## config.mk

```make
export PLATFORM = sky130hd
export DESIGN_NAME = led_fade
export DESIGN_NICKNAME = d
export VERILOG_FILES = /design/src/rtl/led_fade.sv
export SDC_FILE = /design/constraint.sdc
export NUM_CORES = 1
export LEC_CHECK = 0
export CORE_MARGIN = 5
export CORE_UTILIZATION = 35
export CTS_CLUSTER_SIZE = 14
export DETAILED_ROUTE_END_ITERATION = 8
export SYNTH_ARGS = -nofsm -noshare
export SYNTH_HDL_FRONTEND = slang
export SYNTH_SLANG_ARGS = --single-unit
```

## constraint.sdc

```tcl
create_clock -name clk -period 6.1 [get_ports clk]
set_input_delay 0.61 -clock clk [delete_from_list [all_inputs] [get_ports clk]]
set_output_delay 0.61 -clock clk [all_outputs]
set_load 0.02 [all_outputs]
```

## src/rtl/led_fade.sv

```systemverilog
// led_fade: per-channel LED fade engine between an LED pattern source and the
// board LED pins. Each on/off request becomes a linear brightness ramp that is
// rendered by one shared free-running PWM counter.
//
// Ports:
//   clk      system clock, all logic on the rising edge
//   rst      asynchronous, active-high reset
//   led_in   [N_CH] requested LED state per channel (synchronous to clk)
//   bypass   1 = led_out follows led_in with no fading (quasi-static debug)
//   led_out  [N_CH] PWM-modulated LED drive, registered
//   busy     [N_CH] 1 while a channel is ramping (RISE or FALL), registered
module led_fade #(
    parameter int unsigned N_CH     = 2,
    parameter int unsigned PWM_BITS = 8,
    parameter int unsigned STEP_DIV = 100000
) (
    input  logic            clk,
    input  logic            rst,
    input  logic [N_CH-1:0] led_in,
    input  logic            bypass,
    output logic [N_CH-1:0] led_out,
    output logic [N_CH-1:0] busy
);

    localparam int unsigned PRE_W = (STEP_DIV > 1) ? $clog2(STEP_DIV) : 1;
    localparam logic [PWM_BITS-1:0] LVL_MAX = '1;
    localparam logic [PWM_BITS-1:0] LVL_MIN = '0;

    typedef enum logic [1:0] {
        ST_OFF  = 2'd0,
        ST_RISE = 2'd1,
        ST_ON   = 2'd2,
        ST_FALL = 2'd3
    } state_t;

    logic [N_CH-1:0]     led_q, led_d;
    logic [PRE_W-1:0]    pre_cnt_q, pre_cnt_d;
    logic [PWM_BITS-1:0] pwm_cnt_q, pwm_cnt_d;
    logic                step_tick_c;

    logic [PWM_BITS-1:0] level_q [N_CH];
    logic [PWM_BITS-1:0] level_d [N_CH];
    state_t              state_q [N_CH];
    state_t              state_d [N_CH];

    logic [N_CH-1:0]     led_out_q, led_out_d;
    logic [N_CH-1:0]     busy_q, busy_d;
    logic [N_CH-1:0]     rise_c, fall_c;

    assign led_out = led_out_q;
    assign busy    = busy_q;

    // Input stage, step prescaler and shared PWM counter.
    always_comb begin
        led_d       = led_in;
        step_tick_c = (pre_cnt_q == PRE_W'(STEP_DIV - 1));
        pre_cnt_d   = step_tick_c ? '0 : pre_cnt_q + PRE_W'(1);
        pwm_cnt_d   = pwm_cnt_q + PWM_BITS'(1);
    end

    // Per-channel ramp state machine, PWM compare and bypass snapping.
    always_comb begin
        for (int unsigned i = 0; i < N_CH; i++) begin
            level_d[i]   = level_q[i];
            state_d[i]   = state_q[i];
            rise_c[i]    = 1'b0;
            fall_c[i]    = 1'b0;
            led_out_d[i] = 1'b0;
            busy_d[i]    = 1'b0;
        end

        for (int unsigned i = 0; i < N_CH; i++) begin
            if (bypass) begin
                // Keep level/state consistent with the raw pattern so fading
                // resumes glitch-free when bypass is released.
                level_d[i]   = led_q[i] ? LVL_MAX : LVL_MIN;
                state_d[i]   = led_q[i] ? ST_ON : ST_OFF;
                led_out_d[i] = led_q[i];
                busy_d[i]    = 1'b0;
            end else begin
                // Direction for this cycle; a reversal takes effect on the
                // same tick it coincides with.
                case (state_q[i])
                    ST_OFF:  rise_c[i] = led_q[i];
                    ST_RISE: begin
                        rise_c[i] = led_q[i];
                        fall_c[i] = ~led_q[i];
                    end
                    ST_ON:   fall_c[i] = ~led_q[i];
                    ST_FALL: begin
                        rise_c[i] = led_q[i];
                        fall_c[i] = ~led_q[i];
                    end
                    default: begin
                        rise_c[i] = 1'b0;
                        fall_c[i] = 1'b0;
                    end
                endcase

                if (rise_c[i]) begin
                    state_d[i] = ST_RISE;
                    if (step_tick_c && (level_q[i] != LVL_MAX)) begin
                        level_d[i] = level_q[i] + PWM_BITS'(1);
                    end
                    if (level_d[i] == LVL_MAX) begin
                        state_d[i] = ST_ON;
                    end
                end else if (fall_c[i]) begin
                    state_d[i] = ST_FALL;
                    if (step_tick_c && (level_q[i] != LVL_MIN)) begin
                        level_d[i] = level_q[i] - PWM_BITS'(1);
                    end
                    if (level_d[i] == LVL_MIN) begin
                        state_d[i] = ST_OFF;
                    end
                end

                // MAX is forced fully on; otherwise duty is level/2^PWM_BITS.
                led_out_d[i] = (level_q[i] == LVL_MAX) || (level_q[i] > pwm_cnt_q);
                busy_d[i]    = (state_d[i] == ST_RISE) || (state_d[i] == ST_FALL);
            end
        end
    end

    // State registers.
    always_ff @(posedge clk or posedge rst) begin
        if (rst) begin
            led_q     <= '0;
            pre_cnt_q <= '0;
            pwm_cnt_q <= '0;
            led_out_q <= '0;
            busy_q    <= '0;
            for (int unsigned i = 0; i < N_CH; i++) begin
                level_q[i] <= '0;
                state_q[i] <= ST_OFF;
            end
        end else begin
            led_q     <= led_d;
            pre_cnt_q <= pre_cnt_d;
            pwm_cnt_q <= pwm_cnt_d;
            led_out_q <= led_out_d;
            busy_q    <= busy_d;
            for (int unsigned i = 0; i < N_CH; i++) begin
                level_q[i] <= level_d[i];
                state_q[i] <= state_d[i];
            end
        end
    end

endmodule

```

; ---- After elaboration in Yosys (flattened, before gate mapping)
; Cells that the tools add are included.
[word_totals]
ff_bits = 51
latch_bits = 0
ramBits = 0
rom_bits = 0
input_bits = 5
out_inout_bits = 4
elab_cells = 105
n_memories = 0
[op_classes]
n_addsub = 6
n_mul = 0
div = 0
n_lt_le_gt_ge = 2
eq_ne = 17
shift = 0
n_mux = 49
bitwise = 2
n_reduce_logical = 20
[ops]
columns = cell, n
row1 = 2-to-1 mux 8 bit, 22
row2 = == test 8 bit (second input constant), 4
row3 = 2-to-1 mux 2 bit, 14
row4 = adder 8 x 1 -> 8 bit (second input constant), 3
row5 = adder 17 x 1 -> 17 bit (second input constant), 1
row6 = == test 17 bit (second input constant), 1
row7 = 2-to-1 mux 17 bit, 1
row8 = greater-than comparator 8 bit, 2
row9 = logical NOT 8 bit, 2
row10 = inequality test 8 bit (second input constant), 2
row11 = nonzero test 8 bit, 2
row12 = subtractor 8 x 1 -> 8 bit (second input constant), 2
row13 = == test 2 bit (second input constant), 6
row14 = 2-to-1 mux 1 bit, 12
row15 = OR reduction 3 bit, 4
row16 = == test 2 x 1 -> 1 bit (second input constant), 4
row17 = nonzero test 3 bit, 2
row18 = logical AND 1 bit, 4
row19 = logical NOT 2 bit, 2
row20 = logical OR 1 bit, 4
row21 = inverter 1 bit, 2

; ---- Depth between registers and ports, before layout
; Gate-level depths: netlist of the first run.
[depth]
depth_word = 15
mapped_depth = 10

; ---- Least setup slack after synthesis of the first run
; Ideal clock, no wire load.
[synth_timing]
path_type = register to register
startpoint = register level_q[1] (netlist bit)
endpoint = register state_q[0] (netlist bit)
setup_time_ns = 0.120
t_arrival_ns = 2.229
required_ns = 5.980
setup_slack_ns = 3.751
stages_incl_launch_ff = 9
cell_sequence = dfrtp_1 > ha_1 > and3_1 > nand4_2 > nor2b_1 > nor3_1 > o2111ai_1 > or4_4 > and3b_1
[synth_between]
elab_chain_len = 12
elab_cells_between_ends = 21
cone_classes = add/sub (2) / eq/ne (2) / mux (13) / reduce/logical (4)
[synth_rtl]
columns = element, line_no
row1 = "start, declared", 41  ; logic [PWM_BITS-1:0] level_q [N_CH];
row2 = "start signal, assigned by index", 144  ; level_q[i] <= level_d[i];
row3 = "parallel branches: the longest is 9 deep, another holds subtractor 8 x 1 -> 8 bit", --
row4 = 2-to-1 mux 2 bit (*), 100  ; if (rise_c[i]) begin
row5 = 2-to-1 mux 2 bit (*) (2 in series), 73  ; if (bypass) begin
row6 = "end signal, assigned by index", 145  ; state_q[i] <= state_d[i];
row7 = "end, declared", 43  ; state_t state_q [N_CH];
; Every way passes the cells marked *. The select of a mux whose other input is x is not followed.
; A chain may end at the register's enable or synchronous reset.

; ---- Worst setup path in the final report of the first run
[layout_timing]
startpoint = register pre_cnt_q[0]
endpoint = register state_q[0] (netlist bit)
[layout_between]
elab_chain_len = 12
elab_cells_between_ends = 18
cone_classes = eq/ne (2) / mux (13) / reduce/logical (3)
[layout_rtl]
columns = element, line_no
row1 = "start, declared", 37  ; logic [PRE_W-1:0] pre_cnt_q, pre_cnt_d;
row2 = "start signal, assigned", 139  ; pre_cnt_q <= pre_cnt_d;
row3 = == test 17 bit (*), 56  ; step_tick_c = (pre_cnt_q == PRE_W'(STEP_DIV - 1));
row4 = logical AND 1 bit, 110  ; if (step_tick_c && (level_q[i] != LVL_MIN)) begin
row5 = 2-to-1 mux 8 bit, 110
row6 = 2-to-1 mux 8 bit, 108  ; end else if (fall_c[i]) begin
row7 = 2-to-1 mux 8 bit, 100
row8 = 2-to-1 mux 8 bit, 73
row9 = logical NOT 8 bit, 113  ; if (level_d[i] == LVL_MIN) begin
row10 = 2-to-1 mux 2 bit, 113
row11 = 2-to-1 mux 2 bit, 108
row12 = 2-to-1 mux 2 bit (*), 100
row13 = 2-to-1 mux 2 bit (*) (2 in series), 73
; Every way passes the cells marked *; elsewhere a longest branch is shown, timed or not. The select of a mux whose other input is x is not followed.

==> results by group, run 1 <==
Cells and area
  • Diode count: 0
  • Area growth from synthesis to final layout: 6.951%
  • Leading cell types in the layout, fill and taps excluded: 49 x sky130_fd_sc_hd__dfrtp_1, 42 x sky130_fd_sc_hd__nor2_1, 29 x sky130_fd_sc_hd__nand2_1
  • Number of nets in the finished design: 470
  • Most frequent standard cell in the layout excluding fill and tap cells: sky130_fd_sc_hd__dfrtp_1
  • Share of post-route cells with drive strength above 1: under 10%

Worst setup path
  • Arrival time at the worst endpoint: approximately 3.3 ns
  • Data required time at the worst endpoint: 6.31 ns
  • FF-to-FF setup slack: 3.01 ns
  • Cell count of the worst reg-to-reg path: 8
  • Ordered cell list for the critical path: ha_1 -> and4_1 -> and4_1 -> nand2_1 -> nor3b_1 -> o2111ai_1 -> or4_4 -> and3b_1
  • Kind of end point of the critical path: flip-flop
  • R2r endpoint: state_q[0]
  • Slowest library cell on the worst path: sky130_fd_sc_hd__and4_1
  • Kind of start point of the critical path: flip-flop
  • Reg-to-reg critical path startpoint: pre_cnt_q[0]
  • Largest driver fanout on the critical path: 20
  • Delay of the slowest cell on the worst path: 0.74 ns
  • Critical Setup Path Class: flip-flop to flip-flop
  • Top cell by count, worst path: sky130_fd_sc_hd__and4_1

Detailed routing
  • Number of remaining DRC errors: 0
  • Drt first-iter violations: roughly 300
  • Top Metal Used: met4
  • Wire length after detailed routing: 9274 um
  • DRT Pass-1 Iters: 4
  • Total number of vias: 3355
  • Met3 WL post-DR: around 440 um
  • DRT antenna net count: 0
  • Wire length per cell after detailed routing: 15.93 um
  • Post-detailed-route via-to-cell ratio: slightly below 6
  • Met2 wire len: 4382 um
  • WL met1: 4236 um

Die
  • Total core area: 0.01075 mm^2
  • Die width: 114.4 um
  • IO Pins: 9
  • Floorplan die area: 0.01309 mm^2
  • Die height: 114.4 um
  • Starting Density: 35.51%
  • Number of rows created at floorplan: 38

Power
  • Leak: ~0.0017 uW
  • IR drop worst, VDD: 110.7 uV
  • Power density cells: 233.9 mW/mm^2
  • Logic gate share of total power: roughly 29%
  • Switch share: 36.65%
  • Switching power of the nets: around 350 uW
  • Sequential group share of total power: 45.2%
  • Internal power component: 604.8 uW
  • Part of the total power dissipated in the clock network: approximately a quarter

Global route
  • Maximum number of pins on one net before global-route repair: 50
  • Vias in the first global route: 3167
  • GR Overflow Total: 0
  • Total routing resource utilization after global routing: 14.73%
  • Number of antenna violations at the first check in global routing: 0
  • Wire length of the first global-routing pass: 15660 um

Logic synthesis
  • Gate count of the mapped netlist: 449
  • Ys flop type: sky130_fd_sc_hd__dfrtp_1
  • Fraction of registers with async set/reset: 100.0%
  • Adder-cell share of the synthesized area: 7.869%
  • Flop and latch count out of synthesis: 49
  • Mux cell area share after synthesis: 1.902%
  • Area fraction in compound gates after synthesis: ~19%
  • Syn_area_per_cell: between 8 and 9 um^2
  • EDFF count, synth: 0
  • Syn nets: approximately 480
  • Yosys Warn Count: 0
  • Count of unique library cells instantiated by Yosys: 63
  • Cell area after synthesis: 0.003816 mm^2
  • Proportion of synthesized chip area in sequential cells: 32.13%
  • Combinational family with the most area after synthesis: simple AND/OR/NAND/NOR gates
  • Post-Synth XOR/XNOR Area: slightly below 7%
  • Synthesized-area fraction occupied by and/or/nand/nor cells: 26.46%

Outcome
  • Result of the run: completed

CTS
  • Post-CTS setup buffer count: 0
  • Clock buffers created by TritonCTS: 5
  • CTS H-Tree Depth: 2
  • Clock Latency Late Sink: 0.31 ns
  • Post-cts sizing count: 0
  • Total clock sinks: 49
  • Clock tree from TritonCTS: built
  • Clock tree root driver cell: sky130_fd_sc_hd__clkbuf_8
  • Worst-path clk slew: 0.09 ns
  • Max Buffers Root-to-Sink: 2
  • # hold bufs at CTS: 0

STA
  • Maximum achievable frequency: 323.2 MHz
  • Setup slack of the critical path after layout: about 3 ns
  • Worst slew slack as a fraction of its limit: 34.29%
  • Setup TNS Final: 0 ns
  • Final count of negative-setup-slack endpoints: 0
  • Clock tree skew after final layout: 0.003592 ns
  • Slew at the pin closest to its max-slew limit: 0.9781 ns
  • Final critical delay including setup and external delays: between 3 and 4 ns
  • Final Hold Violating Endpoints: 0
  • Unrepaired setup endpoints after global routing: no
  • Max-slew violation count: 0
  • Period utilisation layout: 50.72%

Place
  • Number of buffers added on ports: 8
  • Setup slack at placement: 2.973 ns
  • Half-perimeter wire length after detailed placement: 6780 um
  • Final RePlAce weighted congestion: 0.8970

Hold path
  • Hold Crit Depth: 1
  • Hold WC Path Type: flip-flop to flip-flop
  • HP Start: pwm_cnt_q[7]
  • Hold EP: pwm_cnt_q[7]

Flow run
  • Max-cap violations: 0
==> power groups by stage <==
stage	sequential [uW]	combinational (uW)	clock, uW
6_report	432	277	246
5_1_grt	439	311	268
4_1_cts	428	277	256
3_5_place_dp	435	275	0
3_3_place_gp	434	267	0
2_1_floorplan	385	247	0
==> synth_stat cells, types with 2 or more instances <==
master,count,area share [%]
sky130_fd_sc_hd__and4_1,9,2.1
sky130_fd_sc_hd__nor2_1,42,4.1
sky130_fd_sc_hd__a21boi_0,4,0.79
sky130_fd_sc_hd__buf_4,5,0.98
sky130_fd_sc_hd__ha_1,24,7.9
sky130_fd_sc_hd__xnor2_1,17,3.9
sky130_fd_sc_hd__a22oi_1,5,0.98
sky130_fd_sc_hd__mux2i_1,5,1.3
sky130_fd_sc_hd__nor2b_1,7,1.1
sky130_fd_sc_hd__a31oi_1,11,1.8
sky130_fd_sc_hd__inv_1,26,2.6
sky130_fd_sc_hd__o22a_1,2,0.46
sky130_fd_sc_hd__and3_1,7,1.1
sky130_fd_sc_hd__nor4_1,4,0.66
sky130_fd_sc_hd__clkbuf_1,14,1.4
sky130_fd_sc_hd__nor3b_1,3,0.59
sky130_fd_sc_hd__o21ai_0,18,2.4
sky130_fd_sc_hd__nand4_1,18,3.0
sky130_fd_sc_hd__nand3_1,19,2.5
sky130_fd_sc_hd__and2_1,3,0.49
sky130_fd_sc_hd__buf_2,4,0.52
sky130_fd_sc_hd__o21bai_1,4,0.79
sky130_fd_sc_hd__a211o_1,2,0.46
sky130_fd_sc_hd__nor3_1,18,2.4
sky130_fd_sc_hd__a211oi_1,2,0.39
sky130_fd_sc_hd__nor4b_1,3,0.69
sky130_fd_sc_hd__or3_1,3,0.49
sky130_fd_sc_hd__nand2_1,29,2.9
sky130_fd_sc_hd__a21oi_1,22,2.9
sky130_fd_sc_hd__mux2_2,2,0.59
sky130_fd_sc_hd__nand4b_1,2,0.46
sky130_fd_sc_hd__o211a_1,2,0.52
sky130_fd_sc_hd__a21o_1,3,0.59
sky130_fd_sc_hd__xor2_1,13,3.0
sky130_fd_sc_hd__o211ai_1,5,0.98
sky130_fd_sc_hd__o31ai_1,5,0.98
sky130_fd_sc_hd__o21a_1,11,2.2
sky130_fd_sc_hd__o31a_1,2,0.46
sky130_fd_sc_hd__o41ai_1,2,0.46
sky130_fd_sc_hd__dfrtp_1,49,32
==> critical path: cells and delay by family, from the launching register on <==
family	cells	cell delay, ns
AO/OA/AOI/OAI	1	0.13
AND/OR/NAND/NOR	6	2.24
adder cells (fa/ha/maj)	1	0.21
flip-flops	1	0.39
==> cell type report <==
cell class | count | area, um^2
multi-input cells | 350 | 2379
inverters | 26 | 97.59
repair buffers | 9 | 87.58
clock inverters | 1 | 30.03
flip-flops and latches | 49 | 1226
clock buffers | 7 | 86.33
fillers | 1126 | 6664
well taps | 140 | 175.2
==> cell families (layout without fill, tap and decap cells) <==
logic type               Yosys count  count (layout)
multiplexers                       7               7
buffers and inverters             50              43
flip-flops                        49              49
AND/OR/NAND/NOR                  181             181
XOR/XNOR                          30              30
adder cells (fa/ha/maj)           24              24
AO/OA/AOI/OAI                    108             108
==> worst max path at each step <==
stage | start | to
finish | pre_cnt_q[0] | state_q[0]
global route | pre_cnt_q[0] | state_q[0]
CTS | pre_cnt_q[0] | state_q[0]
detailed placement | bypass | level_q[11]
global placement | bypass | level_q[11]
floorplan | level_q[1] | state_q[0]
==> registers in the layout, summed over array words and instances (netlist names), named ones only <==
signal	count
state_q	1
led_q	2
pre_cnt_q	17
led_out	2
pwm_cnt_q	8
level_q	16
busy	1
==> metrics by stage <==
step	instances	util (%)	total power (uW)	hold slack, ns	area [um^2]
detailed placement	574	36.90	710.1	0.4756	3965
global route	582	37.98	1018	0.5210	4081
floorplan	449	-	631.6	0.4454	3816
global placement	574	36.90	701.3	0.4626	3965
finish	582	37.98	954.8	0.4829	4081
CTS	582	37.98	961.4	0.4897	4081
==> layer usage <==
metal  up-vias  global-route usage (%)
li1       1632                       -
met1      1591                   19.47
met2       117                   23.90
met3        15                   2.484
met4         0                   5.859
met5         -                       0
No activity file was read; power rests on OpenSTA's default activity.
==> inputs of run 2 (changes only) <==
clock period = 2.6 ns   (was 6.1 ns; I/O delays follow)
==> results by group, run 2 (synthesized netlist as in run 1, its figures left out) <==
Cells and area
  • Largest regs: pre_cnt_q (17), level_q (16), pwm_cnt_q (8) (unchanged)
  • Most frequent standard cell in the layout excluding fill and tap cells: sky130_fd_sc_hd__dfrtp_1 (unchanged)
  • Share of post-route cells with drive strength above 1: 13.05% (was 4.977%)
  • Number of nets in the finished design: 503 (was 470)
  • Area growth from synthesis to final layout: 13.57% (was 6.951%)
  • Diode count: 0 (unchanged)
  • Register with the most flip-flops: pre_cnt_q (unchanged)
  • Final core utilization: 40.34% (was 37.98%)
  • Max FFs per register: 17 (unchanged)
  • Leading cell types in the layout, fill and taps excluded: 48 x sky130_fd_sc_hd__dfrtp_1, 42 x sky130_fd_sc_hd__nor2_1, 33 x sky130_fd_sc_hd__buf_4 (was 49 x sky130_fd_sc_hd__dfrtp_1, 42 x sky130_fd_sc_hd__nor2_1, 29 x sky130_fd_sc_hd__nand2_1)
  • Final standard cell count with taps included and fillers excluded: 615 (was 582)

Die
  • IO Pins: 9 (unchanged)
  • Number of rows created at floorplan: 38 (unchanged)
  • Floorplan die area: 0.01309 mm^2 (unchanged)
  • Total core area: 0.01075 mm^2 (unchanged)
  • Die height: 114.4 um (unchanged)
  • Starting Density: 35.51% (unchanged)
  • Die width: 114.4 um (unchanged)

CTS
  • Worst-path clk slew: 0.10 ns (was 0.09 ns)
  • CTS H-Tree Depth: 2 (unchanged)
  • Total clock sinks: 49 (unchanged)
  • Clock tree root driver cell: sky130_fd_sc_hd__clkbuf_8 (unchanged)
  • Max Buffers Root-to-Sink: 2 (unchanged)
  • Post-cts sizing count: 0 (unchanged)
  • Clock buffers created by TritonCTS: 5 (unchanged)
  • Post-CTS setup buffer count: 0 (unchanged)
  • Clock Latency Late Sink: 0.31 ns (about the same)
  • Clock tree from TritonCTS: built (unchanged)
  • # hold bufs at CTS: 0 (unchanged)

Global route
  • Vias in the first global route: 3422 (was 3167)
  • Maximum number of pins on one net before global-route repair: 21 (was 50)
  • Wire length of the first global-routing pass: 17040 um (was 15660 um)
  • Number of antenna violations at the first check in global routing: 0 (unchanged)
  • GR Overflow Total: 0 (unchanged)
  • Total routing resource utilization after global routing: 16.09% (was 14.73%)

Place
  • Number of buffers added on ports: 8 (unchanged)
  • Half-perimeter wire length after detailed placement: 7609 um (was 6780 um)
  • Final RePlAce weighted congestion: 0.9943 (was 0.8970)
  • Inst Count DP: 607 (was 574)

Detailed routing
  • Drt first-iter violations: 200 (was 297)
  • DRT Pass-1 Iters: 5 (was 4)
  • Number of remaining DRC errors: 0 (unchanged)
  • Wire length after detailed routing: 10060 um (was 9274 um)
  • DRT antenna net count: 0 (unchanged)
  • Post-detailed-route via-to-cell ratio: 5.724 (was 5.765)
  • Total number of vias: 3520 (was 3355)
  • Wire length per cell after detailed routing: 16.35 um (was 15.93 um)

Worst setup path
  • Kind of start point of the critical path: flip-flop (unchanged)
  • Largest driver fanout on the critical path: 10 (was 20)
  • Data required time at the worst endpoint: 2.81 ns (was 6.31 ns)
  • Critical Setup Path Class: flip-flop to flip-flop (unchanged)
  • Kind of end point of the critical path: flip-flop (unchanged)
  • Arrival time at the worst endpoint: 2.70 ns (was 3.30 ns)

Power
  • Leak: 0.001839 uW (was 0.001681 uW)
  • IR drop worst, VDD: 232.9 uV (was 110.7 uV)
  • Power density cells: 522.0 mW/mm^2 (was 233.9 mW/mm^2)

STA
  • Final count of negative-setup-slack endpoints: 0 (unchanged)
  • Final critical delay including setup and external delays: 2.486 ns (was 3.094 ns)
  • Setup TNS Final: 0 ns (unchanged)
  • Final Hold Violating Endpoints: 0 (unchanged)
  • Maximum achievable frequency: 402.2 MHz (was 323.2 MHz)
  • Period utilisation layout: 95.63% (was 50.72%)
  • Slew at the pin closest to its max-slew limit: 0.5846 ns (was 0.9781 ns)
  • Max-slew violation count: 0 (unchanged)
  • Clock tree skew after final layout: 0.004366 ns (was 0.003592 ns)
  • Worst slew slack as a fraction of its limit: 60.67% (was 34.29%)
  • Unrepaired setup endpoints after global routing: no (unchanged)

Outcome
  • Result of the run: completed (unchanged)

Hold path
  • Hold WC Path Type: input pin to async pin (was flip-flop to flip-flop)

Flow run
  • Max-cap violations: 0 (unchanged)
run 2: power by group:
group | switching (uW) | internal (uW)
logic | 475 | 351
registers | 105 | 825
clock network | 285 | 222
total | 865 | 1400
run 2: area by class of cell:
| type | instances | area (um^2) |
|---|---|---|
| Fill cell | 1081 | 6411 |
| Multi-Input combinational cell | 350 | 2395 |
| Sequential cell | 49 | 1227 |
| Timing Repair Buffer | 42 | 339.1 |
| Tap cell | 140 | 175.2 |
| Inverter | 26 | 97.59 |
| Clock buffer | 6 | 82.58 |
| Clock inverter | 2 | 17.52 |
run 2: metal layers:
metal | part of all wire, % | vias to the layer above | track usage (%)
li1 | - | 1700 | -
met1 | 47 | 1672 | 21.41
met2 | 46 | 118 | 26.23
met3 | 4.4 | 30 | 2.431
met4 | 2.8 | 0 | 6.255
met5 | 0 | - | 0
run 2: stage by stage:
| step | power (uW) | hold WS [ns] | worst slack, ns | area, um^2 |
|---|---|---|---|---|
| finish | 2263 | 0.1960 | 0.1137 | 4334 |
| global route | 2418 | 0.2333 | 0.01570 | 4334 |
| CTS | 2269 | 0.1996 | 0.07721 | 4313 |
| detailed placement | 1754 | 0.4675 | 0.1010 | 4213 |
| global placement | 1742 | 0.4604 | 0.08090 | 4213 |
| floorplan | 1482 | 0.2914 | 0.2509 | 3816 |
run 2: critical path, stage by stage, from the launching register on:
cell and delay (ns):
sky130_fd_sc_hd__dfrtp_1 0.39, sky130_fd_sc_hd__ha_1 0.22, sky130_fd_sc_hd__and4_4 0.26, sky130_fd_sc_hd__and4_2 0.27
sky130_fd_sc_hd__buf_4 0.19, sky130_fd_sc_hd__nand4_1 0.19, sky130_fd_sc_hd__xor2_1 0.19, sky130_fd_sc_hd__or4_4 0.50
sky130_fd_sc_hd__and3b_1 0.18
run 2: path summary, 6_finish.rpt:
check | start | to | slack (ns) | cells after the start
worst max-delay path | pre_cnt_q[0] | state_q[0] | 0.11 | 8
worst max register to register | pre_cnt_q[0] | state_q[0] | 0.11 | 8
max in group asynchronous | rst | level_q[1] | 1.80 | 3
min in group clk | led_in[1] | led_q[1] | 0.38 | 1
worst min register to register | pwm_cnt_q[7] | pwm_cnt_q[7] | 0.48 | 1
worst min-delay path | rst | pre_cnt_q[14] | 0.20 | 2
==> inputs of run 3 (changes only) <==
CAP_MARGIN = 5   (was not set)
CTS_BUF_LIST = sky130_fd_sc_hd__clkbuf_16   (was not set)
==> results by group, run 3 (synthesized netlist as in run 1, its figures left out) <==
Worst setup path
  • Kind of end point of the critical path: flip-flop (unchanged)
  • Data required time at the worst endpoint: 2.79 ns (was 2.81 ns)
  • Ordered cell list for the critical path: ha_1 -> and4_2 -> and4_2 -> buf_4 -> nand4_1 -> xor2_1 -> or4_4 -> and3b_1 (was ha_1 -> and4_4 -> and4_2 -> buf_4 -> nand4_1 -> xor2_1 -> or4_4 -> and3b_1)
  • Delay of the slowest cell on the worst path: 0.50 ns (about the same)
  • Top cell by count, worst path: sky130_fd_sc_hd__and4_2
  • R2r endpoint: state_q[0] (unchanged)
  • Largest driver fanout on the critical path: 10 (unchanged)
  • Critical Setup Path Class: flip-flop to flip-flop (unchanged)
  • FF-to-FF setup slack: 0.10 ns (was 0.11 ns)
  • Arrival time at the worst endpoint: 2.68 ns (was 2.70 ns)
  • Kind of start point of the critical path: flip-flop (unchanged)
  • Slowest library cell on the worst path: sky130_fd_sc_hd__or4_4 (unchanged)
  • Cell count of the worst reg-to-reg path: 8 (unchanged)
  • Reg-to-reg critical path startpoint: pre_cnt_q[0] (unchanged)

CTS
  • Clock buffers created by TritonCTS: 5 (unchanged)
  • Clock tree from TritonCTS: built (unchanged)
  • Worst-path clk slew: 0.07 ns (was 0.10 ns)
  • Clock tree root driver cell: sky130_fd_sc_hd__clkbuf_16 (was sky130_fd_sc_hd__clkbuf_8)
  • Total clock sinks: 49 (unchanged)
  • CTS H-Tree Depth: 2 (unchanged)
  • Max Buffers Root-to-Sink: 2 (unchanged)
  • Clock Latency Late Sink: 0.29 ns (was 0.31 ns)
  • # hold bufs at CTS: 0 (unchanged)

STA
  • Period utilisation layout: 96.01% (was 95.63%)
  • Slew at the pin closest to its max-slew limit: 0.5866 ns (was 0.5846 ns)
  • Setup slack of the critical path after layout: 0.1039 ns (was 0.1137 ns)
  • Unrepaired setup endpoints after global routing: no (unchanged)
  • Clock tree skew after final layout: 0.002243 ns (was 0.004366 ns)
  • Final Hold Violating Endpoints: 0 (unchanged)
  • Setup TNS Final: 0 ns (unchanged)
  • Final critical delay including setup and external delays: 2.496 ns (was 2.486 ns)
  • Maximum achievable frequency: 400.6 MHz (was 402.2 MHz)
  • Worst slew slack as a fraction of its limit: 60.53% (was 60.67%)
  • Final count of negative-setup-slack endpoints: 0 (unchanged)
  • Max-slew violation count: 0 (unchanged)

Cells and area
  • Final core utilization: 40.80% (was 40.34%)
  • Number of nets in the finished design: 503 (unchanged)
  • Fill cells: 1084 (was 1081)
  • Share of post-route cells with drive strength above 1: 13.05% (unchanged)
  • Register with the most flip-flops: pre_cnt_q (unchanged)
  • Area of the multi-input gates: 0.002399 mm^2 (was 0.002395 mm^2)
  • Area growth from synthesis to final layout: 14.89% (was 13.57%)
  • Largest regs: pre_cnt_q (17), level_q (16), pwm_cnt_q (8) (unchanged)
  • Diode count: 0 (unchanged)
  • Leading cell types in the layout, fill and taps excluded: 48 x sky130_fd_sc_hd__dfrtp_1, 42 x sky130_fd_sc_hd__nor2_1, 33 x sky130_fd_sc_hd__buf_4 (unchanged)
  • Max FFs per register: 17 (unchanged)
  • Most frequent standard cell in the layout excluding fill and tap cells: sky130_fd_sc_hd__dfrtp_1 (unchanged)
  • Sequential cell area: 0.001227 mm^2 (unchanged)

Outcome
  • Result of the run: completed (unchanged)

Die
  • Die height: 114.4 um (unchanged)
  • Floorplan die area: 0.01309 mm^2 (unchanged)
  • Number of rows created at floorplan: 38 (unchanged)
  • Die width: 114.4 um (unchanged)
  • Total core area: 0.01075 mm^2 (unchanged)
  • Starting Density: 35.51% (unchanged)
  • IO Pins: 9 (unchanged)

Place
  • Setup slack at placement: 0.1010 ns (unchanged)
  • Half-perimeter wire length after detailed placement: 7609 um (unchanged)
  • Final RePlAce weighted congestion: 0.9943 (unchanged)
  • Number of buffers added on ports: 8 (unchanged)

Detailed routing
  • DRT Pass-1 Iters: 4 (was 5)
  • Post-detailed-route via-to-cell ratio: 5.701 (was 5.724)
  • Drt first-iter violations: 181 (was 200)
  • Wire length per cell after detailed routing: 16.34 um (was 16.35 um)
  • Number of remaining DRC errors: 0 (unchanged)
  • Wire length after detailed routing: 10050 um (was 10060 um)
  • Total number of vias: 3506 (was 3520)
  • DRT antenna net count: 0 (unchanged)

Global route
  • GR Overflow Total: 0 (unchanged)
  • Vias in the first global route: 3427 (was 3422)
  • Total routing resource utilization after global routing: 16.14% (was 16.09%)
  • Wire length of the first global-routing pass: 17060 um (was 17040 um)
  • Maximum number of pins on one net before global-route repair: 21 (unchanged)
  • Number of antenna violations at the first check in global routing: 0 (unchanged)

Power
  • Leak: 0.001859 uW (was 0.001839 uW)
  • Power density cells: 552.4 mW/mm^2 (was 522.0 mW/mm^2)
  • IR drop worst, VDD: 260.1 uV (was 232.9 uV)
  • Power Total: 2422 uW (was 2263 uW)

Hold path
  • Hold WC Path Type: input pin to async pin (unchanged)

Flow run
  • Max-cap violations: 0 (unchanged)
-- run 3: timing repair --
action                                  4_1_cts  5_1_grt
setup buffers                                 0        0
endpoints found under the setup margin        0        2
gates resized for setup                       0        8
-- run 3: where the power goes --
group / internal [uW] / switching (uW)
sequential: 826 / 104
clock: 359 / 307
combinational: 351 / 474
total: 1540 / 886
-- run 3: area by class of cell --
| class | count | area share (%) |
|---|---|---|
| well taps | 140 | 3.995 |
| inverters | 26 | 2.226 |
| flip-flops and latches | 49 | 28.00 |
| repair buffers | 42 | 7.734 |
| clock inverters | 3 | 0.4852 |
| clock buffers | 5 | 2.854 |
| multi-input cells | 350 | 54.71 |
-- run 3: how the worst max path moves through the flow --
| stage | from | to | slack [ns] | cells after the start |
|---|---|---|---|---|
| after floorplan | level_q[1] | state_q[0] | 0.25 | 8 |
| after global placement | pre_cnt_q[0] | state_q[0] | 0.08 | 8 |
| after detailed placement | pre_cnt_q[0] | state_q[0] | 0.10 | 8 |
| after CTS | pre_cnt_q[0] | state_q[0] | 0.08 | 8 |
| after global routing | pre_cnt_q[0] | state_q[0] | 0.002 | 8 |
| final | pre_cnt_q[0] | state_q[0] | 0.10 | 8 |
-- run 3: per-stage QoR --
step / area [um^2] / cells / hold slack, ns
2_1_floorplan: 3816 / 449 / 0.2914
3_3_place_gp: 4213 / 607 / 0.4604
6_report: 4384 / 615 / 0.2213
4_1_cts: 4359 / 615 / 0.2306
3_5_place_dp: 4213 / 607 / 0.4675
5_1_grt: 4384 / 615 / 0.2705
-- run 3: routing by layer --
| metal | GRT usage, % | part of all wire (%) |
|---|---|---|
| met5 | 0 | 0 |
| met2 | 26.31 | 47 |
| met1 | 21.44 | 46 |
| met3 | 2.326 | 4.4 |
| met4 | 6.572 | 2.4 |
-- run 3: worst max-delay path: cells and delay by family (launching register included) --
kind          cells  cell delay, ns
buf+inv           1            0.19
simple gates      5            1.42
flops             1            0.38
xor+xnor          1            0.18
fa+ha+maj         1            0.21
